File: config.mk
export PLATFORM = sky130hd
export DESIGN_NAME = dpwm_phase_sequencer_flat
export DESIGN_NICKNAME = d
export VERILOG_FILES = /design/src/rtl/dpwm_pkg.sv /design/src/rtl/dpwm_phase_sequencer_if.sv /design/src/rtl/dpwm_slot_counter.sv /design/src/rtl/dpwm_phase_sequencer.sv /design/src/flat_wrapper.sv
export SDC_FILE = /design/constraint.sdc
export NUM_CORES = 1
export LEC_CHECK = 0
export ABC_AREA = 1
export CAP_MARGIN = 15
export CORE_MARGIN = 1.5
export CORE_UTILIZATION = 52
export CTS_BUF_LIST = sky130_fd_sc_hd__clkbuf_4 sky130_fd_sc_hd__clkbuf_8
export CTS_CLUSTER_SIZE = 28
export DETAILED_ROUTE_END_ITERATION = 6
export GPL_TIMING_DRIVEN = 1
export PLACE_DENSITY_LB_ADDON = 0.12
export SYNTH_ARGS = -nofsm -noshare
export SYNTH_HDL_FRONTEND = slang
export SYNTH_SLANG_ARGS = --single-unit
export TNS_END_PERCENT = 30
File: constraint.sdc
create_clock -name clk -period 2.3 [get_ports clk]
set_input_delay 0.46 -clock clk [delete_from_list [all_inputs] [get_ports clk]]
set_output_delay 0.46 -clock clk [all_outputs]
set_load 0.01 [all_outputs]
File: src/rtl/dpwm_pkg.sv
// Shared types and defaults for the 4-phase DPWM sequencer.
package dpwm_pkg;

  localparam int unsigned DEF_CNT_W  = 8;
  localparam int unsigned NUM_PHASES = 4;
  localparam int unsigned SEL_W      = $clog2(NUM_PHASES);

  // Sequencer FSM encoding
  typedef enum logic [1:0] {
    ST_IDLE = 2'd0,
    ST_LOAD = 2'd1,
    ST_RUN  = 2'd2
  } state_t;

endpackage

File: src/rtl/dpwm_phase_sequencer_if.sv
// Configuration inputs and decoder-facing outputs of the DPWM phase sequencer.
interface dpwm_phase_sequencer_if
  import dpwm_pkg::*;
#(
  parameter int unsigned CNT_W = DEF_CNT_W
);

  logic             start;
  logic             stop;
  logic [CNT_W-1:0] period;
  logic [CNT_W-1:0] duty;
  logic [SEL_W-1:0] sel;
  logic             en;
  logic             busy;
  logic             slot_done;
  logic             cycle_done;
  logic             cfg_err;

  modport master (
    output start, stop, period, duty,
    input  sel, en, busy, slot_done, cycle_done, cfg_err
  );

  modport slave (
    input  start, stop, period, duty,
    output sel, en, busy, slot_done, cycle_done, cfg_err
  );

endinterface

File: src/rtl/dpwm_slot_counter.sv
// Per-slot clock counter; wrap flags the last clock of a slot.
module dpwm_slot_counter
  import dpwm_pkg::*;
#(
  parameter int unsigned CNT_W = DEF_CNT_W
) (
  input  logic             clk,
  input  logic             rst_n,
  input  logic             clear,
  input  logic             enable,
  input  logic [CNT_W-1:0] per_s,
  output logic [CNT_W-1:0] cnt,
  output logic             wrap
);

  // Last clock of the slot; per_s is never 0 while enabled
  assign wrap = enable && (cnt == per_s - CNT_W'(1));

  // Count up through the slot and wrap to 0
  always_ff @(posedge clk or negedge rst_n) begin
    if (!rst_n) begin
      cnt <= '0;
    end else if (clear) begin
      cnt <= '0;
    end else if (enable) begin
      cnt <= wrap ? '0 : cnt + CNT_W'(1);
    end
  end

endmodule

File: src/rtl/dpwm_phase_sequencer.sv
// Four-phase interleaved DPWM sequencer driving an external 2-to-4 decoder.
// Optional feature: define DPWM_DEADTIME_EN to hold EN low for the first DEAD
// clocks of every slot.
module dpwm_phase_sequencer
  import dpwm_pkg::*;
#(
  parameter int unsigned CNT_W = DEF_CNT_W,
  parameter int unsigned DEAD  = 2
) (
  input logic                   clk,
  input logic                   rst_n,
  dpwm_phase_sequencer_if.slave bus
);

  localparam logic [SEL_W-1:0] LAST_PH = SEL_W'(NUM_PHASES - 1);

  state_t           state;
  state_t           nxt_state;
  logic [CNT_W-1:0] per_s;
  logic [CNT_W-1:0] dty_s;
  logic [CNT_W-1:0] cnt;
  logic [CNT_W-1:0] cnt_nxt;
  logic [SEL_W-1:0] sel_q;
  logic [SEL_W-1:0] sel_nxt;
  logic             en_q;
  logic             busy_q;
  logic             slot_done_q;
  logic             cycle_done_q;
  logic             cfg_err_q;
  logic             stop_pend;
  logic             in_run;
  logic             wrap;
  logic             cycle_end;
  logic             en_nxt;
  logic             last_nxt;

  // Dead time must be representable by the slot counter
  if ((DEAD >> CNT_W) != 0) begin : g_dead_chk
    $error("DEAD does not fit in CNT_W bits");
  end

  assign in_run    = (state == ST_RUN);
  assign cycle_end = wrap && (sel_q == LAST_PH);

  dpwm_slot_counter #(.CNT_W(CNT_W)) u_slot_counter (
    .clk    (clk),
    .rst_n  (rst_n),
    .clear  (!in_run),
    .enable (in_run),
    .per_s  (per_s),
    .cnt    (cnt),
    .wrap   (wrap)
  );

  // Next state plus look-ahead of counter/phase so outputs register aligned
  always_comb begin
    nxt_state = state;
    case (state)
      ST_IDLE: if (bus.start && (bus.period != '0)) nxt_state = ST_LOAD;
      ST_LOAD: nxt_state = ST_RUN;
      ST_RUN: begin
        if (cycle_end) begin
          nxt_state = (bus.start && !stop_pend && !bus.stop && (bus.period != '0))
                      ? ST_LOAD : ST_IDLE;
        end
      end
      default: nxt_state = ST_IDLE;
    endcase

    cnt_nxt = '0;
    if (in_run && !wrap) cnt_nxt = cnt + CNT_W'(1);

    sel_nxt = wrap ? sel_q + SEL_W'(1) : sel_q;

`ifdef DPWM_DEADTIME_EN
    en_nxt = (nxt_state == ST_RUN) && (cnt_nxt >= CNT_W'(DEAD)) && (cnt_nxt < dty_s);
`else
    en_nxt = (nxt_state == ST_RUN) && (cnt_nxt < dty_s);
`endif

    last_nxt = (nxt_state == ST_RUN) && (cnt_nxt == per_s - CNT_W'(1));
  end

  // FSM, shadow registers, stop latch, sticky error and registered outputs
  always_ff @(posedge clk or negedge rst_n) begin
    if (!rst_n) begin
      state        <= ST_IDLE;
      per_s        <= '0;
      dty_s        <= '0;
      sel_q        <= '0;
      en_q         <= 1'b0;
      busy_q       <= 1'b0;
      slot_done_q  <= 1'b0;
      cycle_done_q <= 1'b0;
      cfg_err_q    <= 1'b0;
      stop_pend    <= 1'b0;
    end else begin
      state        <= nxt_state;
      sel_q        <= sel_nxt;
      en_q         <= en_nxt;
      busy_q       <= (nxt_state != ST_IDLE);
      slot_done_q  <= last_nxt;
      cycle_done_q <= last_nxt && (sel_nxt == LAST_PH);
      stop_pend    <= (nxt_state == ST_RUN) && (stop_pend || bus.stop);
      if (nxt_state == ST_LOAD) begin
        per_s     <= bus.period;
        dty_s     <= bus.duty;
        cfg_err_q <= 1'b0;
      end else if ((state == ST_IDLE) && bus.start && (bus.period == '0)) begin
        cfg_err_q <= 1'b1;
      end
    end
  end

  assign bus.sel        = sel_q;
  assign bus.en         = en_q;
  assign bus.busy       = busy_q;
  assign bus.slot_done  = slot_done_q;
  assign bus.cycle_done = cycle_done_q;
  assign bus.cfg_err    = cfg_err_q;

endmodule

File: src/flat_wrapper.sv
// flat-port wrapper written by rule: the top's interface ports become plain ports
module dpwm_phase_sequencer_flat import dpwm_pkg::*;
#(
  parameter int unsigned CNT_W = DEF_CNT_W,
  parameter int unsigned DEAD  = 2
)
  (clk, rst_n, bus_start, bus_stop, bus_period, bus_duty, bus_sel, bus_en, bus_busy, bus_slot_done, bus_cycle_done, bus_cfg_err);
  dpwm_phase_sequencer_if #(.CNT_W(CNT_W)) bus_i ();
  input logic clk;
  input logic rst_n;
  input wire logic [$bits(bus_i.start)-1:0] bus_start;
  input wire logic [$bits(bus_i.stop)-1:0] bus_stop;
  input wire logic [$bits(bus_i.period)-1:0] bus_period;
  input wire logic [$bits(bus_i.duty)-1:0] bus_duty;
  output wire logic [$bits(bus_i.sel)-1:0] bus_sel;
  output wire logic [$bits(bus_i.en)-1:0] bus_en;
  output wire logic [$bits(bus_i.busy)-1:0] bus_busy;
  output wire logic [$bits(bus_i.slot_done)-1:0] bus_slot_done;
  output wire logic [$bits(bus_i.cycle_done)-1:0] bus_cycle_done;
  output wire logic [$bits(bus_i.cfg_err)-1:0] bus_cfg_err;
  assign bus_i.start = bus_start;
  assign bus_i.stop = bus_stop;
  assign bus_i.period = bus_period;
  assign bus_i.duty = bus_duty;
  assign bus_sel = bus_i.sel;
  assign bus_en = bus_i.en;
  assign bus_busy = bus_i.busy;
  assign bus_slot_done = bus_i.slot_done;
  assign bus_cycle_done = bus_i.cycle_done;
  assign bus_cfg_err = bus_i.cfg_err;
  dpwm_phase_sequencer #(.CNT_W(CNT_W), .DEAD(DEAD)) u_core (.clk(clk), .rst_n(rst_n), .bus(bus_i));
endmodule
==> out/results.ini <==
[route]
routedWlPerCell_um=14.4
vias_per_cell=5.31
drt-pass1-iter-count=4
drtIter0Drc=183
postRouteAntennaNets=0
drc=0
wl_um=5820
vias=2152

[global_routing]
grt_max_degree=35
globalRouteTotalUtil=0.240
grt_pass1_vias=1796
gr-total-overflow=0
antenna_found_initial=0
grt_pass1_wl_um=7940

[outcome]
violations=setup timing
status=complete, but fails checks

[layout]
fin_cells=405
drive_gt1_frac=0.286
fin_nets=386
syn_to_final_growth_pct=44.8
n_antenna_cell=0

[timing]
worst_pin_slew_ns=0.591
layout_min_cycle_time_ns=2.46
timing.final.ws_setup_ns=-0.165
max-slew-margin-rel=0.604
clock_skew_ns=0.00273
grt_setup_unrepaired=yes
finalCritPeriodShare=1.07
setup-violations-final=20
worst_hold_slack_ns=0.518
max_freq_mhz=406
hold_viol_final=0
maxSlewViolCount=0

[worst_setup_path]
cp_max_fo=4
ff2ff_path_depth=18
cpMostUsedCell=nand2_1
max_stage_delay_ns=0.40
cp_slowest_cell=dfrtp_1
startpoint_type=flip-flop
worst-setup-path-type=flip-flop to flip-flop
path_cells=buf_4 -> nor2_2 -> nand2_2 -> nand2_1 -> nand2_1 -> nand2_1 -> nand2_1 -> nor2_2 -> nand3_2 -> buf_6 -> nand2_4 -> nor2_1 -> ha_2 -> a21oi_2 -> nor2_1 -> a211oi_2 -> nand2_1 -> a21oi_2
critPathRequiredTime_ns=2.52
cp-startpoint=u_core.per_s[1]
end_kind=flip-flop
endpoint=u_core.bus.en
r2r_end=u_core.bus.en
rrSetupSlack_ns=-0.16
critical_path_arrival_ns=2.69
r2r-start=u_core.per_s[1]

[clock_tree]
clockBufferDepth=2
cts_tree=built
clkTransAtPathRegs_ns=0.07
hold_buffers=0
cts_buffers=5
root_buffer=clkbuf_8
clkSinkCount=34
htreeDepth=2
clk-insertion-delay-late_ns=0.29

[logic_synthesis]
synth_area_mm2=0.00210
synthAdderAreaFrac=0.0595
synth_xor_area_frac=0.0292
synth_fp_nets=319
yosysMostFrequentCell=nand2_1
syn-instance-count=289
synthArstFlopShare=1.00
synth_compound_gate_area_share=0.0708
synth_top_family_by_area=simple AND/OR/NAND/NOR gates
muxShareOfSynthArea=0
yosysTopAreaCell=dfrtp_1
synth-simple-area-share=0.317
ys.flop_type=dfrtp_1
synth_area_leaders=dfrtp_1 40%, nand2_1 14%, inv_1 9.5%
yosysUniqueCellTypes=27
synth_edf_count=0
ys.warnings.count=0
synth_seq_area_share=0.405
avgSynthCellArea_um2=7.27
synth_top_area_share=0.405
synthTopCellsByCount=76 x nand2_1, 53 x inv_1, 34 x dfrtp_1, 25 x nand3_1, 25 x nor2_1
ys_ff_latch=34

[floorplanning]
fp.coreArea_mm2=0.00377
die_width_um=66.6
rows=22
die_area_mm2=0.00443
die_h_um=66.6
io_pins=27
start_util=0.557

[worst_hold_path]
hp-class=flip-flop to flip-flop
min_path_cells=2

[power_and_ir_drop]
ir_drop_v=0.000765
powerDensity_mw_per_mm2=1230
switching_share=0.446
leakagePower_nw=1.60
switchingPower_mw=1.67
p_seq_frac=0.257
p_comb_frac=0.618
intPower_mw=2.07
p_clk_frac=0.126

[place]
place_hpwl_um=3700
place.port_buffers=26
dp.cells=388
place.gp.congestion=0.879

[job]
cap_violations=0

-- worst min-delay path by stage --
stage	from	to	slack, ns
after detailed placement	u_core.bus.cfg_err	u_core.bus.cfg_err	0.50
after global placement	u_core.bus.cfg_err	u_core.bus.cfg_err	0.49
after CTS	u_core.bus.cfg_err	u_core.bus.cfg_err	0.52
after global routing	u_core.dty_s[2]	u_core.dty_s[2]	0.54
final	u_core.stop_pend	u_core.stop_pend	0.52
after floorplan	rst_n	u_core.bus.busy	0.16
-- layer usage --
layer / wire length, um / part of all wire / track usage / vias up
li1: - / - / - / 1045
met1: 2410 / 0.41 / 0.328 / 1002
met2: 2860 / 0.49 / 0.383 / 91
met3: 433 / 0.074 / 0.0507 / 14
met4: 117 / 0.020 / 0.0689 / 0
met5: 0 / 0 / 0 / -
-- timing repair --
action / in CTS / in global routing
gates resized for setup: 7 / 44
endpoints found under the setup margin: 3 / 23
pin swaps: 2 / 5
buffers inserted: 1 / 5
cloned: 0 / 3
-- layout make-up --
cell class	count	area, um^2
clock buffer	7	90.1
clock inverter	1	5.00
fill	266	727
inverter	56	210
multi-input combinational	194	1190
sequential	34	851
tap	48	60.1
timing repair buffer	65	636
-- worst max-delay path, delay by kind of cell, from the launching register on --
kind | cells | cell delay [ns]
and+or+nand+nor | 12 | 1.12
buffers and inverters | 2 | 0.31
AOI/OAI and AO/OA | 3 | 0.35
DFF | 1 | 0.40
adders and majority gates | 1 | 0.19
-- registers in the layout (all words and copies together) (netlist names) --
register                   cells
u_core.dty_s                   8
u_core.u_slot_counter.cnt      8
u_core.bus.slot_done           1
u_core.bus.cfg_err             1
u_core.bus.cycle_done          1
u_core.stop_pend               1
u_core.state                   2
u_core.bus.sel                 2
u_core.bus.busy                1
u_core.bus.en                  1
u_core.per_s                   8
-- power groups by stage --
stage | registers (mW) | logic, mW | clock network (mW)
6_report | 0.961 | 2.31 | 0.470
5_1_grt | 0.977 | 2.51 | 0.500
4_1_cts | 0.942 | 1.86 | 0.477
3_5_place_dp | 0.952 | 1.80 | 0
3_3_place_gp | 0.947 | 1.77 | 0
2_1_floorplan | 0.951 | 1.13 | 0
-- metrics by stage --
stage | total power, mW | setup WS, ns | setup TNS [ns] | utilization | cell area (um^2)
2_1_floorplan | 2.08 | -0.0718 | -0.0718 | - | 2130
3_3_place_gp | 2.72 | -0.00924 | -0.00924 | 0.704 | 2660
3_5_place_dp | 2.75 | -0.109 | -0.199 | 0.704 | 2660
4_1_cts | 3.28 | -0.0962 | -0.0962 | 0.737 | 2780
5_1_grt | 3.99 | -0.309 | -4.76 | 0.807 | 3040
6_report | 3.74 | -0.165 | -2.02 | 0.807 | 3040
-- cells by family after synthesis --
family          Yosys count
buf+inv                  61
flops                    34
xor+xnor                  7
simple gates            149
compound gates           28
fa+ha+maj                10
-- layout by cell type (no fill, tap or decap), drive strengths merged --
cell           instances
nand2                 80
inv                   56
buf                   37
dfrtp                 34
nor2                  28
nand3                 27
clkdlybuf4s50         26
o21ai                 21
ha                    10
clkbuf                 9
nand4                  8
xor2                   6
nor3                   4
a21oi                  3
nor4                   2
o21bai                 2
xnor2                  1
a211oi                 1
a31oi                  1
clkinv                 1
Note: power is estimated with default switching activity, not from simulation.
